$ cat src/rtl/arm_ctrl_pkg.sv
// Shared encodings for the ARM pipeline control slice: ALU commands,
// opcodes, condition codes, instruction modes, the control bundle and
// the SRAM wait FSM states.
package arm_ctrl_pkg;

  // ALU command encodings (4-bit, zero-extended to CMD_W at the top)
  localparam logic [3:0] ALU_NOP = 4'd0;
  localparam logic [3:0] ALU_MOV = 4'd1;
  localparam logic [3:0] ALU_ADD = 4'd2;
  localparam logic [3:0] ALU_ADC = 4'd3;
  localparam logic [3:0] ALU_SUB = 4'd4;
  localparam logic [3:0] ALU_SBC = 4'd5;
  localparam logic [3:0] ALU_AND = 4'd6;
  localparam logic [3:0] ALU_ORR = 4'd7;
  localparam logic [3:0] ALU_EOR = 4'd8;
  localparam logic [3:0] ALU_MVN = 4'd9;

  // Data-processing opcodes
  localparam logic [3:0] OP_AND = 4'b0000;
  localparam logic [3:0] OP_EOR = 4'b0001;
  localparam logic [3:0] OP_SUB = 4'b0010;
  localparam logic [3:0] OP_ADD = 4'b0100;
  localparam logic [3:0] OP_ADC = 4'b0101;
  localparam logic [3:0] OP_SBC = 4'b0110;
  localparam logic [3:0] OP_TST = 4'b1000;
  localparam logic [3:0] OP_CMP = 4'b1010;
  localparam logic [3:0] OP_ORR = 4'b1100;
  localparam logic [3:0] OP_MOV = 4'b1101;
  localparam logic [3:0] OP_MVN = 4'b1111;

  // ARM condition field codes
  localparam logic [3:0] COND_EQ = 4'b0000;
  localparam logic [3:0] COND_NE = 4'b0001;
  localparam logic [3:0] COND_CS = 4'b0010;
  localparam logic [3:0] COND_CC = 4'b0011;
  localparam logic [3:0] COND_MI = 4'b0100;
  localparam logic [3:0] COND_PL = 4'b0101;
  localparam logic [3:0] COND_VS = 4'b0110;
  localparam logic [3:0] COND_VC = 4'b0111;
  localparam logic [3:0] COND_HI = 4'b1000;
  localparam logic [3:0] COND_LS = 4'b1001;
  localparam logic [3:0] COND_GE = 4'b1010;
  localparam logic [3:0] COND_LT = 4'b1011;
  localparam logic [3:0] COND_GT = 4'b1100;
  localparam logic [3:0] COND_LE = 4'b1101;
  localparam logic [3:0] COND_AL = 4'b1110;
  localparam logic [3:0] COND_NV = 4'b1111;

  typedef enum logic [1:0] {
    MODE_DP  = 2'b00,
    MODE_LS  = 2'b01,
    MODE_BR  = 2'b10,
    MODE_ILL = 2'b11
  } mode_e;

  typedef struct packed {
    logic [3:0] alu_cmd;
    logic       s;
    logic       mem_read;
    logic       mem_write;
    logic       wb_en;
    logic       branch;
    logic       valid;
  } ctrl_t;

  typedef enum logic {
    IDLE = 1'b0,
    WAIT = 1'b1
  } mem_state_e;

  // ARM condition check against {N,Z,C,V}; 1111 never passes
  function automatic logic cond_pass(input logic [3:0] cond, input logic [3:0] nzcv);
    logic n, z, c, v;
    logic pass;
    n = nzcv[3];
    z = nzcv[2];
    c = nzcv[1];
    v = nzcv[0];
    case (cond)
      COND_EQ: pass = z;
      COND_NE: pass = !z;
      COND_CS: pass = c;
      COND_CC: pass = !c;
      COND_MI: pass = n;
      COND_PL: pass = !n;
      COND_VS: pass = v;
      COND_VC: pass = !v;
      COND_HI: pass = c && !z;
      COND_LS: pass = !c || z;
      COND_GE: pass = (n == v);
      COND_LT: pass = (n != v);
      COND_GT: pass = !z && (n == v);
      COND_LE: pass = z || (n != v);
      COND_AL: pass = 1'b1;
      default: pass = 1'b0;
    endcase
    return pass;
  endfunction

endpackage

$ cat src/rtl/arm_ctrl_decode.sv
// Combinational instruction decode: turns opcode/mode/S into a control
// bundle, flags illegal encodings and squashes anything that is not a
// live, legal, condition-passing instruction into a bubble.
module arm_ctrl_decode
  import arm_ctrl_pkg::*;
#(
  parameter int USE_COND = 1
) (
  input  logic       id_valid,
  input  logic [3:0] opcode,
  input  logic [1:0] mode,
  input  logic       s_in,
  input  logic [3:0] cond,
  input  logic [3:0] status_nzcv,
  output ctrl_t      ctrl,
  output logic       illegal
);

  ctrl_t raw;
  logic  known;
  logic  pass;

  // Raw decode of mode and opcode, before validity/condition gating
  always_comb begin
    raw   = '0;
    known = 1'b0;
    case (mode_e'(mode))
      MODE_DP: begin
        known     = 1'b1;
        raw.s     = s_in;
        raw.wb_en = 1'b1;
        case (opcode)
          OP_MOV: raw.alu_cmd = ALU_MOV;
          OP_MVN: raw.alu_cmd = ALU_MVN;
          OP_ADD: raw.alu_cmd = ALU_ADD;
          OP_ADC: raw.alu_cmd = ALU_ADC;
          OP_SUB: raw.alu_cmd = ALU_SUB;
          OP_SBC: raw.alu_cmd = ALU_SBC;
          OP_AND: raw.alu_cmd = ALU_AND;
          OP_ORR: raw.alu_cmd = ALU_ORR;
          OP_EOR: raw.alu_cmd = ALU_EOR;
          OP_CMP: begin
            raw.alu_cmd = ALU_SUB;
            raw.s       = 1'b1;
            raw.wb_en   = 1'b0;
          end
          OP_TST: begin
            raw.alu_cmd = ALU_AND;
            raw.s       = 1'b1;
            raw.wb_en   = 1'b0;
          end
          default: known = 1'b0;
        endcase
      end
      MODE_LS: begin
        known         = 1'b1;
        raw.alu_cmd   = ALU_ADD;
        raw.mem_read  = s_in;
        raw.mem_write = !s_in;
        raw.wb_en     = s_in;
      end
      MODE_BR: begin
        known      = 1'b1;
        raw.branch = 1'b1;
      end
      default: known = 1'b0;
    endcase
  end

  // Gate the raw bundle: only live, legal, condition-passing instructions survive
  always_comb begin
    pass    = (USE_COND != 0) ? cond_pass(cond, status_nzcv) : 1'b1;
    illegal = id_valid && !known;
    ctrl    = '0;
    if (id_valid && known && pass) begin
      ctrl       = raw;
      ctrl.valid = 1'b1;
    end
  end

endmodule

$ cat src/rtl/arm_ctrl_pipe.sv
// Pipeline control unit: registers the decoded control bundle into ID/EX
// and EX/MEM, runs the SRAM wait FSM that freezes the pipe during memory
// accesses, and squashes the wrong-path instruction after a taken branch.
module arm_ctrl_pipe
  import arm_ctrl_pkg::*;
#(
  parameter int CMD_W            = 4,
  parameter int SRAM_WAIT_CYCLES = 4,
  parameter int USE_COND         = 1
) (
  input  logic             clk,
  input  logic             rst,
  input  logic             id_valid,
  input  logic [3:0]       opcode,
  input  logic [1:0]       mode,
  input  logic             s_in,
  input  logic [3:0]       cond,
  input  logic [3:0]       status_nzcv,
  input  logic             hazard_stall,
  output logic [CMD_W-1:0] ex_alu_cmd,
  output logic             ex_s,
  output logic             ex_mem_read,
  output logic             ex_mem_write,
  output logic             ex_wb_en,
  output logic             ex_branch,
  output logic             ex_valid,
  output logic             mem_read,
  output logic             mem_write,
  output logic             mem_wb_en,
  output logic             branch_taken,
  output logic             freeze,
  output logic             mem_done,
  output logic             illegal
);

  localparam int CNT_W = (SRAM_WAIT_CYCLES > 1) ? $clog2(SRAM_WAIT_CYCLES) : 1;
  localparam logic [CNT_W-1:0] CNT_INIT = CNT_W'(SRAM_WAIT_CYCLES - 1);

  ctrl_t            dec_ctrl;
  ctrl_t            idex_d, idex_q;
  logic             mem_read_d, mem_read_q;
  logic             mem_write_d, mem_write_q;
  logic             mem_wb_en_d, mem_wb_en_q;
  mem_state_e       state_d, state_q;
  logic [CNT_W-1:0] cnt_d, cnt_q;
  logic             take_branch;

  arm_ctrl_decode #(
    .USE_COND(USE_COND)
  ) u_decode (
    .id_valid   (id_valid),
    .opcode     (opcode),
    .mode       (mode),
    .s_in       (s_in),
    .cond       (cond),
    .status_nzcv(status_nzcv),
    .ctrl       (dec_ctrl),
    .illegal    (illegal)
  );

  assign take_branch = idex_q.valid && idex_q.branch;

  // SRAM wait FSM: freeze from the first MEM cycle until the counter drains
  always_comb begin
    state_d  = state_q;
    cnt_d    = cnt_q;
    freeze   = 1'b0;
    mem_done = 1'b0;
    case (state_q)
      IDLE: begin
        if (mem_read_q || mem_write_q) begin
          freeze  = 1'b1;
          state_d = WAIT;
          cnt_d   = CNT_INIT;
        end
      end
      WAIT: begin
        if (cnt_q != '0) begin
          freeze = 1'b1;
          cnt_d  = cnt_q - CNT_W'(1);
        end else begin
          mem_done = 1'b1;
          state_d  = IDLE;
        end
      end
      default: state_d = IDLE;
    endcase
  end

  // Next-state for ID/EX and EX/MEM: freeze holds, branch and stall insert bubbles
  always_comb begin
    idex_d      = idex_q;
    mem_read_d  = mem_read_q;
    mem_write_d = mem_write_q;
    mem_wb_en_d = mem_wb_en_q;
    if (!freeze) begin
      if (take_branch || hazard_stall) begin
        idex_d = '0;
      end else begin
        idex_d = dec_ctrl;
      end
      mem_read_d  = idex_q.valid && idex_q.mem_read;
      mem_write_d = idex_q.valid && idex_q.mem_write;
      mem_wb_en_d = idex_q.valid && idex_q.wb_en;
    end
  end

  // Pipeline registers and FSM state; reset abandons any access in flight
  always_ff @(posedge clk or posedge rst) begin
    if (rst) begin
      idex_q      <= '0;
      mem_read_q  <= 1'b0;
      mem_write_q <= 1'b0;
      mem_wb_en_q <= 1'b0;
      state_q     <= IDLE;
      cnt_q       <= '0;
    end else begin
      idex_q      <= idex_d;
      mem_read_q  <= mem_read_d;
      mem_write_q <= mem_write_d;
      mem_wb_en_q <= mem_wb_en_d;
      state_q     <= state_d;
      cnt_q       <= cnt_d;
    end
  end

  assign ex_alu_cmd   = CMD_W'(idex_q.alu_cmd);
  assign ex_s         = idex_q.s;
  assign ex_mem_read  = idex_q.mem_read;
  assign ex_mem_write = idex_q.mem_write;
  assign ex_wb_en     = idex_q.wb_en;
  assign ex_branch    = idex_q.branch;
  assign ex_valid     = idex_q.valid;
  assign mem_read     = mem_read_q;
  assign mem_write    = mem_write_q;
  assign mem_wb_en    = mem_wb_en_q;
  assign branch_taken = take_branch;

endmodule

$ cat config.mk
export PLATFORM = sky130hd
export DESIGN_NAME = arm_ctrl_pipe
export DESIGN_NICKNAME = d
export VERILOG_FILES = /design/src/rtl/arm_ctrl_pkg.sv /design/src/rtl/arm_ctrl_decode.sv /design/src/rtl/arm_ctrl_pipe.sv
export SDC_FILE = /design/constraint.sdc
export NUM_CORES = 1
export LEC_CHECK = 0
export BUFFER_PORTS_ARGS = -buffer_cell sky130_fd_sc_hd__buf_2
export CAP_MARGIN = 20
export CORE_MARGIN = 1.5
export CORE_UTILIZATION = 35
export CTS_CLUSTER_DIAMETER = 30
export CTS_CLUSTER_SIZE = 14
export DETAILED_ROUTE_END_ITERATION = 10
export GPL_TIMING_DRIVEN = 0
export PLACE_DENSITY = 0.67
export SYNTH_ARGS = -nofsm -noshare
export SYNTH_HDL_FRONTEND = slang
export SYNTH_HIERARCHICAL = 1
export SYNTH_SLANG_ARGS = --single-unit
export TNS_END_PERCENT = 20
$ cat constraint.sdc
create_clock -name clk -period 1.7 [get_ports clk]
set_input_delay 0.34 -clock clk [delete_from_list [all_inputs] [get_ports clk]]
set_output_delay 0.34 -clock clk [all_outputs]
set_load 0.01 [all_outputs]
==> impl_metrics.yaml <==
timing:
  fin_tns_setup_ns: 0
  relSlewSlack_pct: 55.17
  period_needed_ns: 1.643
  fin_worst_skew_ns: 0.001701
  setup_viol: 0
  finalHoldViolCount: 0
  tightest_slew_ns: 0.6724
  max_freq_mhz: 608.5
  rsz0062_at_grt: "true"
  slew_viol_final: 0
  setup_ws_ns: 0.05658
  final.period_utilization_pct: 96.67
placement:
  dp_slack_ns: -0.3885
  dp_hpwl_um: 1849
  dp_cells: 221
  placed_cell_area_um2: 1488
  gp_congestion: 0.7156
  portBuffers: 31
finish:
  num-nets-final: 218
  n_antenna_cell: 0
  drive_gt1_share_pct: 39.58
  stdcell_count: 238
  design_area_um2: 1752
  syn2layout_area_growth_pct: 39.86
detailed_routing:
  totalWireLength_um: 2767
  antenna_left: 0
  vias: 1163
  drt_pass1_iterations: 4
  drt_iter0_markers: 31
  drc_errors: 0
  post_drt_wl_per_cell_um: 11.63
  vias_per_cell: 4.887
clocking:
  cts_buffers: 3
  cts_max_path_buffers: 2
  cts_root_buf: "clkbuf_4"
  clk_pin_slew_ns: 0.08
  htree_levels: 1
  clk_latency_ns: 0.28
  cts_tree: "built"
  cts_sinks: 16
floorplan:
  rows: 21
  die-area_um2: 3946
  ioPinCount: 36
  core_um2: 3390
  fp.dieW_um: 62.82
  dieHeight_um: 62.82
  start_util_pct: 36.95
yosys:
  synth_edf_count: 0
  synth.avg_cell_area_um2: 8.698
  syn_area_um2: 1252
  yosysUniqueCellTypes: 39
  ys_ff_latch: 16
  synth_top_flop_cell: "dfrtp_1"
  synthArstFlopShare_pct: 100.0
  ys_seq_area_share_pct: 31.97
  yosys_warnings: 6
  syn_inst: 144
  synth_nets: 168
power_and_ir_drop:
  power.density_nw_per_um2: 846.8
  leakagePower_nw: 0.8389
  ir_drop_mv: 0.3877
  p_total_mw: 1.483
grt:
  overflow: 0
  grt_pass1_vias: 1031
  track_usage_pct: 13.75
  grt_max_degree: 17
  grt_first_pass_wirelength_um: 4429
  antenna_found_initial: 0
run_status:
  outcome: "complete, no violations"
setup_path:
  startpoint_type: "flip-flop"
  critPathArrivalTime_ns: 1.30
  reg2reg_depth: 8
  end_kind: "primary output"
  crit_fanout: 3
  crit_type: "flip-flop to primary output"
  cp.required_ns: 1.36
worst_hold_path:
  holdCritPathClass: "input pin to async pin"
run:
  cap_violations: 0
## stage by stage
| step | hold WS (ns) | util [%] |
|---|---|---|
| final | 0.1127 | 51.68 |
| after global routing | 0.1578 | 51.68 |
| after CTS | 0.1253 | 46.70 |
| after detailed placement | 0.4349 | 43.89 |
| after global placement | 0.4346 | 43.89 |
| after floorplan | 0.2537 | - |
## kinds of logic (layout without fill, tap and decap cells)
kind of cell | count (synthesis) | in the layout | synth area share (%)
XOR/XNOR | 4 | 4 | 2.798
AND/OR/NAND/NOR | 53 | 54 | 22.48
multiplexers | 12 | 12 | 9.591
AO/OA/AOI/OAI | 23 | 23 | 15.09
adder cells (fa/ha/maj) | 5 | 5 | 4.995
buffers and inverters | 31 | 78 | 13.09
flip-flops | 16 | 16 | 31.97
## worst paths after layout
path                                           start                        end  slack (ns)
hold reg to reg            ex_alu_cmd[2]$_DFFE_PP0N_  ex_alu_cmd[2]$_DFFE_PP0N_        0.52
hold / removal                                   rst       ex_wb_en$_DFFE_PP0N_        0.11
setup / recovery                cnt_q[0]$_DFFE_PP0P_                   mem_done        0.06
setup reg to reg                cnt_q[0]$_DFFE_PP0P_       mem_read$_DFFE_PP0N_        0.13
min in group clk                                s_in   ex_mem_write$_DFFE_PP0N_        0.35
max in group asynchronous                        rst       ex_valid$_DFFE_PP0N_        1.21
## layout make-up
class / instances / area [um^2]
fillers: 339 / 1638
well taps: 46 / 57.56
repair buffers: 45 / 310.3
clock buffers: 3 / 22.52
inverters: 24 / 95.09
plain buffers: 6 / 86.33
flip-flops and latches: 16 / 400.4
multi-input cells: 98 / 779.5
## per-layer routing
metal  GRT usage (%)  wire length, um  up-vias
li1                -                -      597
met1           18.02             1283      539
met2           23.12             1365       25
met3           2.883              109        2
met4           3.333                8        0
met5               0                0        -
## critical path, stage by stage (launching register included)
cell and delay (ns):
dfrtp_1 0.39, inv_1 0.06, ha_2 0.18, nand2_2 0.06
buf_4 0.14, inv_1 0.07, buf_2 0.13
## timing repair
item / 4_1_cts / 5_1_grt
setup endpoints to repair: 12 / 12
gates cloned: 1 / 2
gates resized for setup: 9 / 30
hold buffers: 0 / 0
buffers inserted: 7 / 5
hold endpoints to repair: 0 / 0
pin swaps: 5 / 8
## synth_stat cells (3+ instances only)
library cell,n,area (um^2)
nor3_1,8,40.04
and3_1,3,18.77
mux2i_1,12,120.1
nand4_1,3,18.77
ha_1,5,62.56
a21oi_1,4,20.02
nor3b_1,4,30.03
nand3_1,3,15.01
o21ai_0,4,20.02
dfrtp_1,16,400.4
nand2_1,17,63.81
inv_1,23,86.33
nor2_1,4,15.01
nand2b_1,3,18.77
## state kept, by name (all words and copies together) (netlist names)
signal        count
ex_alu_cmd        4
cnt_q             2
ex_branch         1
ex_mem_read       1
ex_mem_write      1
ex_s              1
ex_valid          1
ex_wb_en          1
mem_read          1
mem_wb_en         1
mem_write         1
state_q           1
## layout by cell type (no fill, tap or decap), drive strengths merged
| cell type | n |
|---|---|
| o32ai | 1 |
| a21oi | 4 |
| ha | 5 |
| a31oi | 2 |
| xor2 | 2 |
| o22ai | 1 |
| o31a | 2 |
| a22o | 1 |
| nor4 | 1 |
| o21ai | 4 |
| clkbuf | 7 |
| and3 | 3 |
| o221ai | 1 |
| o2bb2ai | 2 |
| nand2b | 3 |
| nor2 | 4 |
| nor3 | 8 |
| inv | 24 |
| nor2b | 2 |
| nand3 | 5 |
| nor3b | 4 |
| dfrtp | 16 |
| o21a | 2 |
| o41ai | 1 |
| mux2i | 12 |
| nand4 | 3 |
| nand2 | 17 |
| and2b | 1 |
| buf | 47 |
| a2111oi | 2 |
| nand3b | 2 |
| nor4b | 1 |
| xnor2 | 2 |
## report_power, final
group / internal, mW / total (mW) / switching (mW)
Clock: 0.0822 / 0.190 / 0.107
Combinational: 0.424 / 0.795 / 0.371
Sequential: 0.444 / 0.499 / 0.0556
Total: 0.949 / 1.48 / 0.534
(Power assumes the default switching activity.)
